<file path="src/rtl/regs_mp.sv">
// Parametrised multi-port register file with a hardware clear sequencer and registered reads.
// Optional macro REGS_BYPASS_EN: same-cycle write data is forwarded to matching read ports.
module regs_mp #(
    parameter int n  = 8,
    parameter int AW = 5,
    parameter int NR = 2
) (
    input  logic             clk,
    input  logic             nReset,
    input  logic             clr,
    input  logic             w,
    input  logic [AW-1:0]    Waddr,
    input  logic [n-1:0]     Wdata,
    input  logic             w2,
    input  logic [AW-1:0]    Waddr2,
    input  logic [n-1:0]     Wdata2,
    input  logic [NR*AW-1:0] Raddr,
    output logic [NR*n-1:0]  Rdata,
    output logic             ready
);

    typedef enum logic {CLEAR, RUN} state_t;

    state_t                 state_q, state_d;
    logic [AW-1:0]          cnt_q, cnt_d;
    logic                   clr_we, run_we;
    logic [NR-1:0][n-1:0]   rdata_q, rdata_d;
    logic [n-1:0]           mem_q [2**AW];

    always_ff @(posedge clk or negedge nReset) begin
        if (!nReset) begin
            state_q <= CLEAR;
            cnt_q   <= '0;
            rdata_q <= '0;
        end else begin
            state_q <= state_d;
            cnt_q   <= cnt_d;
            rdata_q <= rdata_d;
        end
    end

    // run_we is also the read-capture enable: a clr edge discards writes and captures zeros.
    always_comb begin
        state_d = state_q;
        cnt_d   = cnt_q;
        clr_we  = 1'b0;
        run_we  = 1'b0;
        case (state_q)
            CLEAR: begin
                clr_we = 1'b1;
                cnt_d  = cnt_q + 1'b1;
                if (cnt_q == {AW{1'b1}}) state_d = RUN;
            end
            RUN: begin
                if (clr) begin
                    state_d = CLEAR;
                    cnt_d   = '0;
                end else begin
                    run_we = 1'b1;
                end
            end
            default: state_d = CLEAR;
        endcase
    end

    // Port 2 is written last so it wins an address collision.
    always_ff @(posedge clk) begin
        if (clr_we) begin
            mem_q[cnt_q] <= '0;
        end else if (run_we) begin
            if (w && Waddr != '0)   mem_q[Waddr]  <= Wdata;
            if (w2 && Waddr2 != '0) mem_q[Waddr2] <= Wdata2;
        end
    end

    for (genvar k = 0; k < NR; k++) begin : g_rd
        logic [AW-1:0] ra;
        logic [n-1:0]  rd;
        assign ra = Raddr[k*AW +: AW];
        always_comb begin
            rd = mem_q[ra];
`ifdef REGS_BYPASS_EN
            if (w2 && Waddr2 == ra)     rd = Wdata2;
            else if (w && Waddr == ra)  rd = Wdata;
`endif
            if (ra == '0 || !run_we) rd = '0;
        end
        assign rdata_d[k] = rd;
    end

    assign Rdata = rdata_q;
    assign ready = (state_q == RUN);

endmodule

</file>
<file path="config.mk">
export PLATFORM = sky130hd
export DESIGN_NAME = regs_mp
export DESIGN_NICKNAME = d
export VERILOG_FILES = /design/src/rtl/regs_mp.sv
export SDC_FILE = /design/constraint.sdc
export NUM_CORES = 1
export LEC_CHECK = 0
export CAP_MARGIN = 30
export CORE_UTILIZATION = 45
export CTS_CLUSTER_DIAMETER = 80
export CTS_CLUSTER_SIZE = 24
export DETAILED_ROUTE_END_ITERATION = 8
export SLEW_MARGIN = 15
export SYNTH_ARGS = -nofsm -noshare
export SYNTH_HDL_FRONTEND = slang
export SYNTH_SLANG_ARGS = --single-unit
</file>
<file path="constraint.sdc">
create_clock -name clk -period 2.3 [get_ports clk]
set_input_delay 0.23 -clock clk [delete_from_list [all_inputs] [get_ports clk]]
set_output_delay 0.23 -clock clk [all_outputs]
set_load 0.02 [all_outputs]
</file>
==> metrics.yaml, run 1 <==
sta:
  maxSlewViolCount: 0
  setup_viol: 0
  postLayoutSetupSlackWorst_ns: 0.105
  maxSlewHeadroom_pct: 58.0
  tightest_slew_ns: 0.615
  max_freq_mhz: 456
  timing_hold_violations_final: 0
  fin_skew_ns: 0.0248
  fin_hold_ws_ns: 0.0503
  rsz0062_at_grt: "false"
  period_needed_ns: 2.19
  period_share_pct: 95.4
critical_path:
  worst-path-max-fanout: 8
  cp.arrival_ns: 2.61
  worstSetupStartpointType: "flop"
  crit_type: "reg -> reg"
  crit_required_ns: 2.72
  cp-end-kind: "flop"
clocking:
  clock-root-buffer: "clkbuf_16"
  cts-htree-levels: 1
  clock_latency_ns: 0.54
  cts_hold_buffers: 0
  cts_tree: "yes"
  cts_buffer_depth: 3
  path_clk_slew_ns: 0.10
  clock-sinks: 278
  numCtsBuffers: 18
placed_design:
  place_congestion: 0.961
  place_area_sq_mm: 0.0192
  place_hpwl_um: 37100
  dp_slack_ns: -0.471
  io_buffers: 57
synthesis:
  synthXorXnorAreaFrac_pct: 0.106
  muxShareOfSynthArea_pct: 34.1
  synth_warnings: 0
  syn_avg_cell_area_sq_um: 14.3
  yosys_register_bits: 278
  async_flop_share_pct: 7.91
  synth_cells: 1147
  synthFlopType: "edfxtp_1"
  yosys-top-cells-area: "edfxtp_1 47%, mux2_2 18%, mux4_2 14%"
  synth_simple_gate_area_share_pct: 5.44
  ys_seq_area_share_pct: 50.1
  synth-compound-area-share_pct: 6.68
  synthAdderAreaFrac_pct: 0.152
  synth-edff-count: 256
  synth.largest_area_cell: "edfxtp_1"
  synth_top_area_share_pct: 46.7
  synthDistinctLibCells: 57
  synth_top_family_by_area: "multiplexers"
  synth_area_sq_mm: 0.0165
  syn_nets: 1190
routing:
  drc_errors: 6
  num_vias: 11500
  viasPerCell: 6.50
  drt_iter0_drc: 1372
  first_pass_iters: 9
  postRouteAntennaNets: 0
  wl_um: 54100
  routedWlPerCell_um: 30.6
pwr:
  total_power_uw: 13400
  power_leakage_uw: 0.00733
  powerDensity_mw_per_mm2: 677
  seqPwrFrac_pct: 48.6
  combinationalPowerShare_pct: 23.4
  p_int_uw: 9410
  p_sw_share_pct: 30.0
  ir_worst_vdd_v: 0.000413
  clockPowerShare_pct: 28.0
  switchingPower_uw: 4030
global_route:
  first_global_vias: 11700
  grtUsageTotal_pct: 29.1
  overflow: 0
  grt_pass1_wl_um: 79300
  grt_max_degree: 47
  grt_antenna_before_repair: 1
run_status:
  status: "finished, violations left"
  failed_checks: "design-rule violations"
final_layout:
  layout.nets: 1337
  fillCellCount: 2955
  drive_above_1_share_pct: 48.9
  diodes: 0
  final_area_sq_mm: 0.0199
  area_growth_pct: 20.7
  final_core_util_pct: 55.6
floorplan:
  initial_core_util_pct: 46.0
  rows: 69
  core-area_sq_mm: 0.0357
  die_w_um: 193
  design.die.area_sq_mm: 0.0373
  die_y_um: 193
  ios: 58
run:
  cap_violations: 0
min_path:
  hold_class: "in -> async"
flip-flops by register name (all words and copies together) (netlist names):
register	flops
mem_q	256
ready	1
Rdata	16
cnt_q	5
worst max-delay path, stage by stage (launching register included):
cell     delay (ns)
dfrtp_2        0.50
and2b_1        0.24
buf_4          0.16
nand2_1        0.32
buf_4          0.26
nor2_1         0.09
o21ai_0        0.40
nand2_1        0.11
routing by layer:
metal / part of all wire [%] / GRT usage, %
met1: 42 / 41.4
met2: 46 / 46.0
met3: 9.0 / 4.48
met4: 3.2 / 9.16
met5: 0.024 / 0
cells in the final DEF, fill, tap and decap left out, types with 5 or more instances in the layout:
master             n
mux2_2           262
edfxtp_1         256
buf_4            138
mux4_2           104
nand2_1           59
buf_12            53
clkdlybuf4s50_1   51
o22ai_1           45
o21ai_0           39
inv_1             23
dfrtp_1           21
nor2_1            20
clkbuf_16         19
a22oi_1           13
nor2_2            12
o21ai_2           12
mux2i_1           11
nand2b_1          10
mux2_1             8
mux2_4             8
nor2b_1            8
nand3_1            8
a41oi_1            7
nor3_1             6
o21ai_1            6
and3_1             5
nor4_1             5
a21oi_1            5
o31ai_1            5
o21bai_1           5
synth_stat cells, types with 3 or more instances:
| library cell | n |
|---|---|
| a2111oi_0 | 4 |
| a211oi_1 | 4 |
| a21o_1 | 3 |
| a21oi_1 | 5 |
| a22oi_1 | 13 |
| a41oi_1 | 7 |
| and3_1 | 5 |
| buf_1 | 8 |
| buf_2 | 27 |
| clkbuf_1 | 81 |
| dfrtp_1 | 22 |
| edfxtp_1 | 256 |
| inv_1 | 23 |
| mux2_1 | 8 |
| mux2_2 | 262 |
| mux2_4 | 8 |
| mux2i_1 | 11 |
| mux4_2 | 104 |
| nand2_1 | 59 |
| nand2b_1 | 10 |
| nand3_1 | 8 |
| nand3_2 | 4 |
| nand3b_1 | 3 |
| nor2_1 | 20 |
| nor2_2 | 12 |
| nor2b_1 | 8 |
| nor3_1 | 6 |
| nor4_1 | 5 |
| nor4b_1 | 3 |
| o21ai_0 | 57 |
| o21bai_1 | 5 |
| o22a_1 | 4 |
| o22ai_1 | 46 |
| o31ai_1 | 6 |
| o41ai_1 | 4 |
| or2_2 | 3 |
| or3_1 | 3 |
kinds of logic after synthesis:
kind of cell             count (synthesis)
multiplexers                           393
flip-flops                             278
AO/OA/AOI/OAI                          169
AND/OR/NAND/NOR                        162
buffers and inverters                  141
XOR/XNOR                                 2
adder cells (fa/ha/maj)                  2
cell type report:
cell class	instances	area (sq um)	share of cell area [%]
multi-input combinational	728	7710	38.8
timing repair buffer	245	2620	13.2
clock inverter	11	153	0.768
inverter	23	86.3	0.435
sequential	278	8240	41.5
tap	461	577	2.90
clock buffer	21	483	2.43
worst paths after layout:
| path | startpoint | slack (ns) | depth (start not counted) | to |
|---|---|---|---|---|
| worst max-delay path | ready | 0.11 | 7 | Rdata[15] |
| worst min-delay path | nReset | 0.05 | 2 | cnt_q[1] |
| worst max register to register | ready | 0.11 | 7 | Rdata[15] |
| worst min register to register | cnt_q[0] | 0.61 | 1 | cnt_q[0] |
| max in group asynchronous | nReset | 1.97 | 2 | Rdata[6] |
| min in group clk | clr | 0.33 | 2 | cnt_q[1] |
timing repair:
action / CTS / global route
pin swaps: 0 / 0
setup endpoints to repair: 1 / 109
setup buffers: 0 / 0
gates resized for setup: 2 / 2
metrics by stage:
step,instances,TNS [ns]
5_1_grt,1767,0
3_3_place_gp,1735,-39.59
2_1_floorplan,1147,-21.68
4_1_cts,1767,0
3_5_place_dp,1735,-48.13
6_report,1767,0
power by group through the flow:
| stage | registers (uW) | clock network [uW] | logic [uW] |
|---|---|---|---|
| after floorplan | 6420 | 0 | 1710 |
| after global placement | 6600 | 0 | 3070 |
| after detailed placement | 6620 | 0 | 3100 |
| after CTS | 6510 | 3800 | 3110 |
| after global routing | 6590 | 3960 | 3290 |
| final | 6530 | 3770 | 3150 |
No activity file was read; power rests on OpenSTA's default activity.
==> run 2: changes to the inputs <==
PLACE_DENSITY = 0.62   (was default)
SLEW_MARGIN = 20   (was 15)
==> metrics.yaml, run 2 (synthesis gave the netlist of run 1 again) <==
run_status:
  status: "finished, violations left"
  failed_checks: "design-rule violations"
critical_path:
  path_depth: 7  # unchanged
  cp.arrival_ns: 2.55  # -0.06 ns
  critPathTopFamily: "compound AO/OA/AOI/OAI gates"
  path_common_cell: "buf_4"
  worstSetupStartpointType: "flop"
  reg2regPathDepth: 7  # unchanged
  crit_buf_inv: 2  # unchanged
  critPathMaxStageDelay_ns: 0.51  # about the same
  worst-path-max-fanout: 9  # +1
  critPathSlowestCell: "a41oi_1"
  cp-end-kind: "flop"
  crit_chain: "nand3b_1, a21oi_2, buf_4, nor3b_1, a41oi_1, o22ai_1, buf_4"
  crit_type: "reg -> reg"
  crit_required_ns: 2.58  # -0.14 ns
clocking:
  clock-sinks: 278  # unchanged
  clock-root-buffer: "clkbuf_16"
  cts_buffer_depth: 3  # unchanged
  post-cts-setup-buffers: 0  # unchanged
  cts_resized: 0  # -2
  cts_hold_buffers: 0  # unchanged
  numCtsBuffers: 17  # -1
  path_clk_slew_ns: 0.09  # about the same
  clock_latency_ns: 0.52  # -0.02 ns
  cts-htree-levels: 1  # unchanged
  cts_tree: "yes"
sta:
  maxSlewViolCount: 0  # unchanged
  tightest_slew_ns: 0.651  # +0.0365 ns
  postLayoutSetupSlackWorst_ns: 0.0282  # -0.0771 ns
  timing_hold_violations_final: 0  # unchanged
  period_share_pct: 98.8  # +3.4 points
  period_needed_ns: 2.27  # +0.0771 ns
  rsz0062_at_grt: "false"
  setup_viol: 0  # unchanged
  fin_skew_ns: 0.0154  # -0.00944 ns
  maxSlewHeadroom_pct: 56.2  # -1.8 points
  max_freq_mhz: 440  # -3.4%
pwr:
  powerDensity_mw_per_mm2: 661  # -2.3%
  ir_worst_vdd_v: 0.000384  # -7.1%
  power_leakage_uw: 0.00742  # +1.2%
  total_power_uw: 13200  # -1.9%
routing:
  drc_errors: 8  # +2
  drt_iter0_drc: 1209  # -12%
  routedWlPerCell_um: 29.5  # -3.8%
  first_pass_iters: 7  # -2
  viasPerCell: 6.40  # -1.5%
  wl_um: 52700  # -2.7%
  num_vias: 11400  # -0.39%
  postRouteAntennaNets: 0  # unchanged
global_route:
  overflow: 0  # unchanged
  first_global_vias: 11500  # -1.9%
  grtUsageTotal_pct: 28.3  # -0.75 points
  grt_pass1_wl_um: 77300  # -2.5%
  grt_antenna_before_repair: 1  # unchanged
  grt_max_degree: 33  # -30%
final_layout:
  final_cell_mix: "262 x mux2_2, 256 x edfxtp_1, 164 x buf_4"
  diodes: 0  # unchanged
  layout_commonest_cell: "mux2_2"
  area_growth_pct: 21.2
  regMostFlops: "mem_q"
  final_area_sq_mm: 0.0199  # +0.42%
  largest_register_ffs: 256  # unchanged
  finalNonFillerCells: 1787  # +1.1%
  layout.nets: 1360  # +1.7%
  drive_above_1_share_pct: 49.6  # +0.69 points
  final_core_util_pct: 55.8  # +0.23 points
floorplan:
  die_y_um: 193  # unchanged
  ios: 58  # unchanged
  design.die.area_sq_mm: 0.0373  # unchanged
  initial_core_util_pct: 46.0  # unchanged
  die_w_um: 193  # unchanged
  rows: 69  # unchanged
  core-area_sq_mm: 0.0357  # unchanged
placed_design:
  place_hpwl_um: 36500  # -1.5%
  place_area_sq_mm: 0.0194  # +0.81%
  placed_cells: 1759  # +1.4%
  dp_slack_ns: -0.272  # +0.199 ns
  place_congestion: 0.937  # -2.4%
  io_buffers: 57  # unchanged
min_path:
  hold_class: "in -> async"
run:
  cap_violations: 0  # unchanged
-- run 2: cell count changes in the layout (fill, tap and decap cells not counted), moves of 2 or more --
cell / delta
clkinv_2: +3
buf_12: -2
inv_6: -2
inv_8: -2
buf_4: +26
clkbuf_16: -2
-- run 2: metal layers --
layer  track usage (%)  wire, um
met1              38.5     21200
met2              45.3     24700
met3              6.42      5220
met4              8.71      1550
met5                 0         0
-- run 2: final cells by class --
class                   instances  area [sq um]
repair buffers                269          2780
clock inverters                10           125
multi-input cells             728          7720
well taps                     461           577
fillers                      2941         15800
flip-flops and latches        278          8240
clock buffers                  18           429
inverters                      23          86.3
-- run 2: final timing paths --
kind	start	end	slack, ns
setup / recovery	ready	mem_q[31][6]	0.03
hold / removal	nReset	cnt_q[2]	0.07
hold reg to reg	cnt_q[0]	cnt_q[0]	0.59
setup reg to reg	ready	mem_q[31][6]	0.03
min in group clk	clr	cnt_q[1]	0.34
max in group asynchronous	nReset	Rdata[13]	1.94
-- run 2: worst register-to-register path: cells and delay by family, from the launching register on --
family / cells / cell delay (ns)
AOI/OAI and AO/OA: 3 / 0.92
buffers and inverters: 2 / 0.46
and+or+nand+nor: 2 / 0.20
DFF: 1 / 0.44
-- run 2: power by group --
group | switching, uW | internal, uW
sequential | 319 | 6160
combinational | 1750 | 1510
clock | 1810 | 1630
-- run 2: metrics by stage --
stage | hold slack, ns | TNS (ns)
global placement | 0.576 | -59.65
finish | 0.0704 | 0
detailed placement | 0.575 | -76.23
floorplan | -0.0656 | -21.68
CTS | 0.0712 | 0
global route | 0.0856 | 0
